## src/rtl/idx_mask_decoder.sv

```systemverilog
// Rebuilds a bit mask from a stream of encoded indices and hands the finished mask with its population count downstream.
// Optional ascending-order checking is enabled by defining IDX_MASK_DECODER_ORDER_CHECK_EN.
module idx_mask_decoder #(
   parameter int IDX_W = 3
) (
   input  logic                  clk,
   input  logic                  rst,
   input  logic [IDX_W-1:0]      in_idx,
   input  logic                  in_v,
   input  logic                  in_last,
   input  logic                  in_valid,
   output logic                  in_ready,
   output logic [2**IDX_W-1:0]   out_mask,
   output logic [IDX_W:0]        out_cnt,
   output logic                  out_dup,
   output logic                  out_err,
   output logic                  out_valid,
   input  logic                  out_ready
);

   localparam logic [IDX_W:0] CNT_ONE = (IDX_W+1)'(1);

   typedef enum logic {ACCUM, HOLD} state_t;

   state_t state;
   logic   beat_fire;
   logic   frame_done;

   assign in_ready   = (state == ACCUM);
   assign out_valid  = (state == HOLD);
   assign beat_fire  = in_valid && (state == ACCUM);
   assign frame_done = (state == HOLD) && out_ready;

   // A duplicate leaves mask and count alone, so the count can never exceed the mask width.
   always_ff @(posedge clk) begin
      if (rst) begin
         state    <= ACCUM;
         out_mask <= '0;
         out_cnt  <= '0;
         out_dup  <= 1'b0;
      end else begin
         case (state)
            ACCUM: begin
               if (beat_fire) begin
                  if (in_v) begin
                     if (out_mask[in_idx]) begin
                        out_dup <= 1'b1;
                     end else begin
                        out_mask[in_idx] <= 1'b1;
                        out_cnt          <= out_cnt + CNT_ONE;
                     end
                  end
                  if (in_last) begin
                     state <= HOLD;
                  end
               end
            end
            HOLD: begin
               if (frame_done) begin
                  state    <= ACCUM;
                  out_mask <= '0;
                  out_cnt  <= '0;
                  out_dup  <= 1'b0;
               end
            end
            default: state <= ACCUM;
         endcase
      end
   end

`ifdef IDX_MASK_DECODER_ORDER_CHECK_EN
   logic [IDX_W-1:0] prev_idx;
   logic             have_prev;
   logic             err_q;

   // Encoders emit low-to-high, so any valid index not above the last one (repeats included) is an ordering fault.
   always_ff @(posedge clk) begin
      if (rst || frame_done) begin
         prev_idx  <= '0;
         have_prev <= 1'b0;
         err_q     <= 1'b0;
      end else if (beat_fire && in_v) begin
         if (have_prev && (in_idx <= prev_idx)) begin
            err_q <= 1'b1;
         end
         prev_idx  <= in_idx;
         have_prev <= 1'b1;
      end
   end

   assign out_err = err_q;
`else
   assign out_err = 1'b0;
`endif

endmodule

```

## config.mk

```make
export PLATFORM = sky130hd
export DESIGN_NAME = idx_mask_decoder
export DESIGN_NICKNAME = d
export VERILOG_FILES = /design/src/rtl/idx_mask_decoder.sv
export SDC_FILE = /design/constraint.sdc
export NUM_CORES = 1
export LEC_CHECK = 0
export ABC_AREA = 0
export CAP_MARGIN = 20
export CORE_AREA = 2 2 39 41
export CTS_CLUSTER_DIAMETER = 200
export DETAILED_ROUTE_END_ITERATION = 10
export DIE_AREA = 0 0 41 43
export DONT_BUFFER_PORTS = 1
export PLACE_DENSITY = 0.66
export SYNTH_ARGS = -nofsm -noshare
export SYNTH_HDL_FRONTEND = slang
export SYNTH_SLANG_ARGS = --single-unit
```

## constraint.sdc

```tcl
create_clock -name clk -period 1.46 [get_ports clk]
set_clock_uncertainty 0.05 [all_clocks]
set_input_delay 0.219 -clock clk [delete_from_list [all_inputs] [get_ports clk]]
set_output_delay 0.219 -clock clk [all_outputs]
set_load 0.01 [all_outputs]
```

==> impl_metrics.tcl <==
set metrics [dict create \
    synth_top_family_by_area "compound AO/OA/AOI/OAI gates" \
    synthCells 67 \
    seq_area_um2 280.3 \
    core_area_um2 1384 \
    cp_max_fo 8 \
    critPathMaxStageDelay_ns 0.35 \
    first_pass_iters 4 \
    crit_required_ns 1.57 \
    synthArstFlopShare_pct 0 \
    max_freq_ghz 0.7287 \
    p_leak_uw 0.0003196 \
    antenna_found_initial 0 \
    grt_first_pass_wirelength_um 2014 \
    fin_setup_tns_ns 0 \
    path_class "register to register" \
    start_util_pct 49.10 \
    cp_cell_sequence "mux2i_1, a22oi_2, a21boi_4, a32o_1" \
    die_width_um 41 \
    final_area_um2 782.0 \
    die_y_um 43 \
    synth_compound_gate_area_share_pct 27.81 \
    setup_viol 0 \
    vias_per_cell 5.957 \
    multiInputGateArea_um2 376.6 \
    yosysWarnings 0 \
    cts_setup_buffers 0 \
    syn_avg_cell_area_um2 10.14 \
    yosysSeqAreaShare_pct 41.25 \
    num-nets-final 89 \
    drc 0 \
    synth_fp_nets 77 \
    grt_pass1_vias 525 \
    drtAntennaViolNets 0 \
    track_usage_pct 17.39 \
    yosys.area.top_type_share_pct 41.25 \
    clkLatencyLatePin_ns 0.27 \
    r2r_slack_ns 0.09 \
    placed_area_um2 752.0 \
    hold_path_class "input pin to register" \
    yosysTopAreaCell "dfxtp_1" \
    cts_max_path_buffers 2 \
    dr.first_iter.drc_count 7 \
    irDropWorstVdd_v 0.0004354 \
    fin_crit_ns 1.372 \
    synthAdderAreaFrac_pct 1.842 \
    cts_tree "built" \
    overflow 0 \
    synthDistinctLibCells 26 \
    synth-edff-count 0 \
    grt_max_degree 15 \
    row_count 14 \
    diodes 0 \
    ys_ff_latch 14 \
    critical-path-slowest-cell "a22oi_2" \
    ys_top_cells_by_count "14 x dfxtp_1, 8 x a32o_1, 6 x mux2i_1" \
    crit_path_end_kind "register" \
    wirelength_um 1371 \
    powerDensity_nw_per_um2 879.5 \
    synth_xor_area_share_pct 0 \
    cts_hold_buf 0 \
    ys.flop_type "dfxtp_1" \
    synth_most_common_cell "dfxtp_1" \
    drive_above_1_share_pct 23.38 \
    synth-simple-area-share_pct 15.29 \
    cts_htree_levels 1 \
    cts-root-buf "clkbuf_4" \
    clk_pin_slew_ns 0.07 \
    hold_violations 0 \
    synthTopCellsByArea "dfxtp_1 41%, a32o_1 12%, mux2i_1 8.8%" \
    slew_violations 0 \
    syn_area_um2 679.4 \
    syn_to_final_growth_pct 15.10 \
    portBuffers 0 \
    ios 25 \
    grt_setup_unrepaired "no" \
    fin_crit_sh_pct 93.99 \
    nFillCells 139 \
    path_buf_inv 0 \
    vias 554 \
    gp_congestion 0.6819 \
    numCtsBuffers 3 \
    clock_sinks 14 \
    critPathLaunchType "register" \
    drv_cap 0 \
    synthMuxAreaShare_pct 8.840 \
    critical-path-top-delay-family "compound AO/OA/AOI/OAI gates" \
    cp.arrival_ns 1.48 \
    wl_per_cell_um 14.74 \
    status "finished, final reports clean" \
    die-area_um2 1763 \
    dp_hpwl_um 1052 \
]
==> per-layer routing <==
layer	track usage (%)	share of wire [%]
met1	19.08	42
met3	3.665	7.2
met4	12.00	1.8
met2	27.81	49
met5	0	0
==> stage by stage <==
step | setup WS (ns) | utilization (%) | hold WS, ns | total power [µW] | instances
after floorplan | 0.1076 | - | 0.3317 | 477.1 | 67
after global placement | 0.1130 | 54.34 | 0.3257 | 489.9 | 90
after detailed placement | 0.06456 | 54.34 | 0.3287 | 492.4 | 90
after CTS | 0.05561 | 55.97 | 0.04200 | 699.4 | 93
after global routing | 0.002592 | 56.51 | 0.04109 | 730.1 | 93
final | 0.08777 | 56.51 | 0.05420 | 687.8 | 93
==> kinds of logic after synthesis <==
family / after synthesis
AOI/OAI and AO/OA: 22
and+or+nand+nor: 18
DFF: 14
muxes: 6
buffers and inverters: 5
adders and majority gates: 1
other: 1
==> report_power, final <==
| part | switching [µW] | internal [µW] | leakage, µW |
|---|---|---|---|
| Clock | 107 | 95.3 | 0.0000138 |
| Combinational | 47.2 | 37.0 | 0.000192 |
| Sequential | 10.7 | 391 | 0.000113 |
| Total | 165 | 523 | 0.000320 |
==> flip-flops by register name (all words and copies together) (netlist names) <==
name / cells
out_dup: 1
out_valid: 1
out_mask: 8
out_cnt: 4
==> layout make-up <==
type	count	area share, %
Clock buffer	3	2.880
Inverter	2	0.9600
Tap cell	16	2.560
Timing Repair Buffer	10	9.600
Multi-Input combinational cell	48	48.16
Sequential cell	14	35.84
==> final timing paths <==
kind | cells past startpoint | startpoint | end
worst max-delay path | 4 | out_mask[2]$_SDFFE_PP0P_ | out_mask[0]$_SDFFE_PP0P_
worst min-delay path | 1 | in_idx[0] | out_mask[5]$_SDFFE_PP0P_
worst max register to register | 4 | out_mask[2]$_SDFFE_PP0P_ | out_mask[0]$_SDFFE_PP0P_
worst min register to register | 2 | out_cnt[3]$_SDFFE_PP0P_ | out_cnt[3]$_SDFFE_PP0P_
==> what timing repair did <==
item | 4_1_cts | 5_1_grt
resized for setup | 0 | 1
endpoints found under the hold margin | 0 | 0
endpoints found under the setup margin | 0 | 8
==> placed cells by master (no fill, tap or decap), types with 2 or more instances in the layout <==
cell type	count
clkbuf_4	3
nand2_1	5
a211o_1	2
nor2b_1	3
buf_4	10
nand2b_1	2
inv_1	2
dfxtp_1	14
a21oi_1	5
a32o_1	8
a22oi_2	2
mux2i_1	6
nor2_1	2
and2_1	2
==> worst reg2reg max path, stage by stage, from the launching register on <==
cell and delay, ns:
dfxtp_1 0.34, mux2i_1 0.08, a22oi_2 0.35, a21boi_4 0.15, a32o_1 0.29
Power figures use the tool's default switching activity.
